[src/rtl/e_gpu_conf_regs.sv]
// e_gpu_conf_regs: host-side OBI configuration responder for e_gpu.
// Holds the launch registers (CTRL, START, STATUS, KERNEL_PC, ARGS_BASE,
// NUM_GROUPS), drives the enable/start controls toward the controller and
// latches kernel completion into a sticky DONE flag with an optional interrupt.
// Optional feature: define E_GPU_CONF_CYCLE_CNT_EN to add the read-only
// CYCLES counter at offset 0x18 (counts cycles spent in RUN).
module e_gpu_conf_regs #(
    parameter int unsigned ADDR_WIDTH = 32,
    parameter logic [31:0] PC_RESET   = 32'h0000_0000,
    parameter logic [31:0] ARGS_RESET = 32'h0001_0000
) (
    input  logic                  clk_i,
    input  logic                  rst_ni,
    input  logic                  conf_regs_req_req,
    input  logic                  conf_regs_req_we,
    input  logic [3:0]            conf_regs_req_be,
    input  logic [ADDR_WIDTH-1:0] conf_regs_req_addr,
    input  logic [31:0]           conf_regs_req_wdata,
    output logic                  conf_regs_rsp_gnt,
    output logic                  conf_regs_rsp_rvalid,
    output logic [31:0]           conf_regs_rsp_rdata,
    input  logic                  cu_end_i,
    output logic                  gpu_en_o,
    output logic                  start_o,
    output logic [31:0]           kernel_pc_o,
    output logic [31:0]           args_base_o,
    output logic [15:0]           num_groups_o,
    output logic                  irq_o
);

    typedef enum logic [1:0] {
        IDLE   = 2'd0,
        LAUNCH = 2'd1,
        RUN    = 2'd2
    } state_e;

    localparam logic [2:0] OFF_CTRL   = 3'd0;
    localparam logic [2:0] OFF_START  = 3'd1;
    localparam logic [2:0] OFF_STATUS = 3'd2;
    localparam logic [2:0] OFF_PC     = 3'd3;
    localparam logic [2:0] OFF_ARGS   = 3'd4;
    localparam logic [2:0] OFF_GROUPS = 3'd5;
    localparam logic [2:0] OFF_CYCLES = 3'd6;

    state_e      state_q, state_d;
    logic        en_q, en_d;
    logic        irq_en_q, irq_en_d;
    logic        done_q, done_d;
    logic [31:0] kernel_pc_q, kernel_pc_d;
    logic [31:0] args_base_q, args_base_d;
    logic [15:0] num_groups_q, num_groups_d;
    logic        cu_prev_q, cu_prev_d;
    logic        rvalid_q, rvalid_d;
    logic [31:0] rdata_q, rdata_d;
    logic        start_q, start_d;
    logic        irq_q, irq_d;
`ifdef E_GPU_CONF_CYCLE_CNT_EN
    logic [31:0] cycles_q, cycles_d;
`endif

    logic [2:0]  word;
    logic        wr;
    logic        rd;
    logic        start_wr;
    logic        done_w1c;
    logic        cu_rise;
    logic        done_set;
    logic        busy;
    logic [31:0] rd_val;
    logic [31:0] groups_merged;
    logic        unused_addr_bits;

    // Byte-lane merge of new write data over an existing register value.
    function automatic logic [31:0] be_merge(input logic [31:0] old_val,
                                             input logic [31:0] new_val,
                                             input logic [3:0]  be);
        logic [31:0] res;
        for (int i = 0; i < 4; i++) begin
            res[8*i +: 8] = be[i] ? new_val[8*i +: 8] : old_val[8*i +: 8];
        end
        return res;
    endfunction

    assign word             = conf_regs_req_addr[4:2];
    assign unused_addr_bits = ^{conf_regs_req_addr[ADDR_WIDTH-1:5], conf_regs_req_addr[1:0]};
    assign wr               = conf_regs_req_req & conf_regs_req_we;
    assign rd               = conf_regs_req_req & ~conf_regs_req_we;
    assign start_wr         = wr & (word == OFF_START) & conf_regs_req_be[0] & conf_regs_req_wdata[0];
    assign done_w1c         = wr & (word == OFF_STATUS) & conf_regs_req_be[0] & conf_regs_req_wdata[1];
    assign cu_rise          = cu_end_i & ~cu_prev_q;
    assign busy             = (state_q != IDLE);
    assign groups_merged    = be_merge({16'h0000, num_groups_q}, conf_regs_req_wdata, conf_regs_req_be);

    // Read mux: the value returned is the register contents at grant time.
    always_comb begin
        rd_val = 32'h0000_0000;
        case (word)
            OFF_CTRL:   rd_val = {30'd0, irq_en_q, en_q};
            OFF_STATUS: rd_val = {30'd0, done_q, busy};
            OFF_PC:     rd_val = kernel_pc_q;
            OFF_ARGS:   rd_val = args_base_q;
            OFF_GROUPS: rd_val = {16'h0000, num_groups_q};
`ifdef E_GPU_CONF_CYCLE_CNT_EN
            OFF_CYCLES: rd_val = cycles_q;
`else
            OFF_CYCLES: rd_val = 32'h0000_0000;
`endif
            default:    rd_val = 32'h0000_0000;
        endcase
    end

    // Next-state logic: register writes, launch FSM, DONE/IRQ and response.
    always_comb begin
        state_d      = state_q;
        en_d         = en_q;
        irq_en_d     = irq_en_q;
        kernel_pc_d  = kernel_pc_q;
        args_base_d  = args_base_q;
        num_groups_d = num_groups_q;
        done_set     = 1'b0;

        if (wr) begin
            case (word)
                OFF_CTRL: begin
                    if (conf_regs_req_be[0]) begin
                        en_d     = conf_regs_req_wdata[0];
                        irq_en_d = conf_regs_req_wdata[1];
                    end
                end
                OFF_PC:     kernel_pc_d  = be_merge(kernel_pc_q, conf_regs_req_wdata, conf_regs_req_be);
                OFF_ARGS:   args_base_d  = be_merge(args_base_q, conf_regs_req_wdata, conf_regs_req_be);
                OFF_GROUPS: num_groups_d = groups_merged[15:0];
                default:    ;
            endcase
        end

        case (state_q)
            IDLE: begin
                if (start_wr && en_q) begin
                    state_d = LAUNCH;
                end
            end
            LAUNCH: begin
                state_d = en_d ? RUN : IDLE;
            end
            RUN: begin
                if (cu_rise) begin
                    done_set = 1'b1;
                    state_d  = IDLE;
                end
                if (!en_d) begin
                    state_d = IDLE;
                end
            end
            default: state_d = IDLE;
        endcase

        if (done_set) begin
            done_d = 1'b1;
        end else if (done_w1c) begin
            done_d = 1'b0;
        end else begin
            done_d = done_q;
        end

        cu_prev_d = cu_end_i;
        start_d   = (state_d == LAUNCH);
        irq_d     = done_d & irq_en_d;
        rvalid_d  = conf_regs_req_req;
        rdata_d   = rd ? rd_val : 32'h0000_0000;

`ifdef E_GPU_CONF_CYCLE_CNT_EN
        if (state_q == IDLE && state_d == LAUNCH) begin
            cycles_d = 32'h0000_0000;
        end else if (state_q == RUN) begin
            cycles_d = cycles_q + 32'd1;
        end else begin
            cycles_d = cycles_q;
        end
`endif
    end

    // State and output registers with asynchronous active-low reset.
    always_ff @(posedge clk_i or negedge rst_ni) begin
        if (!rst_ni) begin
            state_q      <= IDLE;
            en_q         <= 1'b0;
            irq_en_q     <= 1'b0;
            done_q       <= 1'b0;
            kernel_pc_q  <= PC_RESET;
            args_base_q  <= ARGS_RESET;
            num_groups_q <= 16'h0000;
            cu_prev_q    <= 1'b0;
            rvalid_q     <= 1'b0;
            rdata_q      <= 32'h0000_0000;
            start_q      <= 1'b0;
            irq_q        <= 1'b0;
`ifdef E_GPU_CONF_CYCLE_CNT_EN
            cycles_q     <= 32'h0000_0000;
`endif
        end else begin
            state_q      <= state_d;
            en_q         <= en_d;
            irq_en_q     <= irq_en_d;
            done_q       <= done_d;
            kernel_pc_q  <= kernel_pc_d;
            args_base_q  <= args_base_d;
            num_groups_q <= num_groups_d;
            cu_prev_q    <= cu_prev_d;
            rvalid_q     <= rvalid_d;
            rdata_q      <= rdata_d;
            start_q      <= start_d;
            irq_q        <= irq_d;
`ifdef E_GPU_CONF_CYCLE_CNT_EN
            cycles_q     <= cycles_d;
`endif
        end
    end

    assign conf_regs_rsp_gnt    = conf_regs_req_req;
    assign conf_regs_rsp_rvalid = rvalid_q;
    assign conf_regs_rsp_rdata  = rdata_q;
    assign gpu_en_o             = en_q;
    assign start_o              = start_q;
    assign kernel_pc_o          = kernel_pc_q;
    assign args_base_o          = args_base_q;
    assign num_groups_o         = num_groups_q;
    assign irq_o                = irq_q;

endmodule
[config.mk]
export PLATFORM = sky130hd
export DESIGN_NAME = e_gpu_conf_regs
export DESIGN_NICKNAME = d
export VERILOG_FILES = /design/src/rtl/e_gpu_conf_regs.sv
export SDC_FILE = /design/constraint.sdc
export NUM_CORES = 1
export LEC_CHECK = 0
export BUFFER_PORTS_ARGS = -buffer_cell sky130_fd_sc_hd__buf_4
export CAP_MARGIN = 20
export CORE_MARGIN = 10
export CORE_UTILIZATION = 49
export DETAILED_ROUTE_END_ITERATION = 16
export PLACE_DENSITY = 0.89
export SLEW_MARGIN = 20
export SYNTH_ARGS = -nofsm -noshare
export SYNTH_HDL_FRONTEND = slang
export SYNTH_SLANG_ARGS = --single-unit
[constraint.sdc]
create_clock -name clk_i -period 1 [get_ports clk_i]
set_input_delay 0.1 -clock clk_i [delete_from_list [all_inputs] [get_ports clk_i]]
set_output_delay 0.1 -clock clk_i [all_outputs]
set_load 0.03 [all_outputs]
==> summary.md, run 1 <==
| Metric | Value |
|---|---|
| Top post-synthesis cells by area | dfrtp_1 60%, mux2_2 18%, a22oi_1 5.1% |
| Final HPWL from detailed placement | roughly 11000 um |
| Syn avg cell area | between 10 and 15 um^2 |
| Err | [ERROR DPL-0038] Utilization greater than 100%, impossible to legalize |
| Die width | between 100 and 150 um |
| GR repair worst EP | args_base_o[16] |
| Buffer depth of the longest clock path | 2 |
| Synthesized Nets | ~420 |
| Starting density of the core | 0.5094 |
| Sequential area share after synthesis | 0.6028 |
| H-tree levels | 4 |
| Ys async rst share | 1.000 |
| Post-synth EDFFs | 0 |
| Post-synth top cells | 120 x dfrtp_1, 80 x mux2_2, 34 x a22oi_1, 30 x nor2_1, 16 x mux2_4 |
| Synth warnings | 0 |
| TritonCTS buffer count | 17 |
| Top cell type's share of synthesized area | 0.5976 |
| Cell variety after synth | 36 |
| TritonCTS sink count | approximately 120 |
| Post-synth top flop | dfrtp_1 |
| Mapped Cells | between 300 and 400 |
| Synth area leader | dfrtp_1 |
| Largest net degree at the start of global routing | ~40 |
| Mapped Area | around 0.0050 mm^2 |
| Synthesized flop and latch total | roughly 120 |
| Row count | 36 |
| Routability Congestion | between 0.8 and 0.9 |
| Most frequent cell after synthesis | dfrtp_1 |
| Status | stopped before the end |
| Worst End Pin Type | primary output |
| I/O pin cnt | 190 |
| IO buf count | 160 |
| Placed insts | a little under 700 |
| Dpl ws | -0.5113 ns |
| Chip height | about 120 um |
| Root Driver | clkbuf_8 |
| Area post-placement | roughly 0.0071 mm^2 |
| Stage reached | global routing |
==> logic make-up after synthesis <==
group           share of synthesized area
simple gates                      0.08990
buf+inv                           0.02042
compound gates                    0.05976
flops                              0.6028
mux                                0.2271
==> metrics by stage <==
| step | TNS (ns) | hold WS (ns) |
|---|---|---|
| 4_1_cts | -22.52 | 0.006608 |
| 3_3_place_gp | -43.56 | 0.004342 |
| 3_5_place_dp | -47.62 | 0.005610 |
| 2_1_floorplan | -32.25 | -0.1956 |
==> repair_timing <==
item                                    4_1_cts
hold buffers                                 35
endpoints found under the setup margin      123
endpoints found under the hold margin       210
resized for setup                           165
setup buffers                                74
pin swaps                                    13
==> run 2: changes to the inputs <==
- CORE_UTILIZATION: 49 -> 35
- PLACE_DENSITY: 0.89 -> default
- PLACE_DENSITY_LB_ADDON: default -> 0.15
==> run 2 against run 1 <==
The flow now finishes, with violations (negative setup slack). Synthesized area unchanged. Synthesized cell count unchanged.
==> summary.md, run 2 <==
| Metric | Value |
|---|---|
| Status | finished, violations left (was stopped before the end) |
| Failing checks | negative setup slack |
| Startpoint types | flop |
| Peak VDD IR | 1.278 mV |
| Gr ovfl total | 0 |
| Routability Congestion | 0.8094 (was 0.8604) |
| Top cell type's share of synthesized area | 0.5976 (unchanged) |
| TritonCTS clock tree | done |
| Final HPWL from detailed placement | 11100 um (was 11270 um) |
| Synthesized flop and latch total | 121 (unchanged) |
| Critical Path Start | args_base_o[16]$_DFFE_PN1P_ |
| R2R Path Start | args_base_o[6]$_DFFE_PN0P_ |
| Stages on the worst setup path | 1 |
| Ys async rst share | 1.000 (unchanged) |
| Clock latency at the later pin of the worst-skew pair | about 0.42 ns |
| Crit. End Element | output pin |
| Final min period | approximately 1.2 ns |
| IO buf count | 160 (unchanged) |
| Cell Chain, Critical Path | buf_6 |
| Crit Path Max Fanout | 3 |
| Fin area | between 0.009 and 0.01 mm^2 |
| RSZ-0062 raised after global routing | yes |
| Post-synth EDFFs | 0 (unchanged) |
| Period utilisation layout | 1.214 |
| Synthesized Nets | 421 (unchanged) |
| Initial antenna violation count | 1 |
| Row count | 43 (was 36) |
| Die area | a little under 0.02 mm^2 |
| CP max stage cell | dfstp_2 |
| Via/cell ratio | around 4.8 |
| Starting density of the core | 0.3592 (was 0.5094) |
| HP Class | input pin to async pin |
| Floorplan core area | approximately 0.014 mm^2 |
| Setup crit end | args_base_o[16] |
| Buffer depth of the longest clock path | 2 (unchanged) |
| TritonCTS sink count | 121 (unchanged) |
| Buf+Inv Stages, Crit Path | 1 |
| CP arrival | between 1 and 1.5 ns |
| Post-synth top cells | 120 x dfrtp_1, 80 x mux2_2, 34 x a22oi_1, 30 x nor2_1, 16 x mux2_4 (unchanged) |
| Most common cell after layout, fill and taps aside | buf_6 |
| Chip height | 139.8 um (was 121.3 um) |
| Top post-synthesis cells by area | dfrtp_1 60%, mux2_2 18%, a22oi_1 5.1% (unchanged) |
| Drt wl/cell | ~20 um |
| Reg2reg end | conf_regs_rsp_rdata[6]$_DFF_PN0_ |
| Via count | 4244 |
| Remaining antenna violation count after routing | 0 |
| Setup ws final | -0.2141 ns |
| Total Routed Length | 17500 um |
| Die width | 139.8 um (was 121.3 um) |
| DRC | 0 |
| TritonCTS buffer count | 17 (unchanged) |
| Area post-placement | 0.007191 mm^2 (was 0.007078 mm^2) |
| First drt pass iteration count | 4 |
| Setup TNS | -10.00 ns |
| Mapped Area | 0.005025 mm^2 (unchanged) |
| Placed insts | 741 (was 692) |
| PwrDens | 1992 mW/mm^2 |
| Slowest Stage Delay on Critical Path | between 0.5 and 0.6 ns |
| Critical path class | flop to output pin |
| Fmax achieved | between 800 and 900 MHz |
| H-tree levels | 4 (unchanged) |
| Critical Path RT | around 0.9 ns |
| Static Leak | between 4 and 5 nW |
| Syn avg cell area | 14.44 um^2 (unchanged) |
| Mapped Cells | 348 (unchanged) |
| First-pass GRT wire length | 27010 um |
| Area Overhead vs Synth | 89.54% |
| Root Driver | clkbuf_16 (was clkbuf_8) |
| Synth warnings | 0 (unchanged) |
| Post-Layout Cell Count | 880 |
| GRT Overall Usage | 0.1743 |
| I/O pin cnt | 190 (unchanged) |
| Worst-path clk slew | approximately 0.06 ns |
| Share of layout cells above drive strength 1 | 0.6738 |
| DRT iter0 DRCs | ~180 |
| Flop-to-flop setup slack | -0.11 ns |
| R2R depth | 4 |
| # setup viols final | 130 |
| Final setup skew | 0.004962 ns |
| Post-synth top flop | dfrtp_1 (unchanged) |
| MaxCap Viol Count | 0 |
| Most frequent cells in the layout | 169 x buf_6, 118 x buf_4, 117 x dfrtp_1 |
| Hold Vio Cnt, Final | 0 |
| Fin nets | around 760 |
| Most frequent cell after synthesis | dfrtp_1 (unchanged) |
| Synth area leader | dfrtp_1 (unchanged) |
| Worst slew pin tran | approximately 0.34 ns |
| Largest net degree at the start of global routing | 34 |
| Sequential area share after synthesis | 0.6028 (unchanged) |
| Max-slew headroom | 0.7748 |
| Cell variety after synth | 36 (unchanged) |
| Worst path top cell family by delay | flip-flops |
| Vias in the first global route | around 4700 |
| Final Max Tran Viols | 0 |
| # fillers | between 900 and 1000 |
-- run 2: cell counts after synthesis --
No cell type changed its count.
-- run 2: cell type report --
type                       count  area, um^2  share of cell area
multi-input combinational    208        2241              0.2353
tap                          180       225.2             0.02365
antenna                        1       2.502           0.0002627
clock buffer                  19       432.9             0.04545
clock inverter                13       152.6             0.01603
inverter                       2       7.507           0.0007882
sequential                   121        3033              0.3184
timing repair buffer         336        3430              0.3601
-- run 2: metal layers --
| metal | vias to the layer above | track usage | share of wire |
|---|---|---|---|
| met5 | - | 0 | 0 |
| met4 | 0 | 0.06576 | 0.015 |
| met3 | 17 | 0.05410 | 0.059 |
| met2 | 143 | 0.2858 | 0.50 |
| met1 | 2143 | 0.2094 | 0.42 |
| li1 | 1941 | - | - |
-- run 2: kinds of logic after synthesis --
| logic type | share of synthesized area |
|---|---|
| muxes | 0.2271 |
| AOI/OAI and AO/OA | 0.05976 |
| and+or+nand+nor | 0.08990 |
| DFF | 0.6028 |
| buffers and inverters | 0.02042 |
-- run 2: repair_timing --
item / 4_1_cts / 5_1_grt
pin swaps: 10 / 15
gates cloned: 0 / 2
resized for setup: 174 / 46
endpoints found under the hold margin: 206 / 0
setup endpoints to repair: 159 / 188
setup buffers: 58 / 19
hold buffers: 35 / 0
-- run 2: how the worst min path moves through the flow --
stage / from / to / slack [ns] / cells after the start
floorplan: rst_ni / args_base_o[0]$_DFFE_PN0P_ / -0.20 / 0
global placement: rst_ni / kernel_pc_o[11]$_DFFE_PN0P_ / 0.02 / 1
global route: rst_ni / num_groups_o[11]$_DFFE_PN0P_ / 0.15 / 2
finish: rst_ni / num_groups_o[11]$_DFFE_PN0P_ / 0.13 / 2
detailed placement: rst_ni / num_groups_o[11]$_DFFE_PN0P_ / 0.02 / 1
CTS: rst_ni / num_groups_o[11]$_DFFE_PN0P_ / 0.13 / 2
-- run 2: through the flow --
stage | util | setup slack (ns) | hold slack, ns | power [mW]
2_1_floorplan | - | -0.3634 | -0.1956 | 8.678
3_3_place_gp | 0.5140 | -0.4627 | 0.02481 | 10.88
3_5_place_dp | 0.5140 | -0.4849 | 0.02406 | 10.96
4_1_cts | 0.6576 | -0.2221 | 0.1286 | 18.72
5_1_grt | 0.6809 | -0.2378 | 0.1534 | 19.73
6_report | 0.6809 | -0.2141 | 0.1307 | 18.97
-- run 2: report_power, final --
part	leakage, nW	internal, mW	switching [mW]
logic	2.78	3.73	2.98
registers	1.58	5.60	0.548
clock network	0.287	3.89	2.21
total	4.64	13.2	5.74
(Power assumes the default switching activity.)
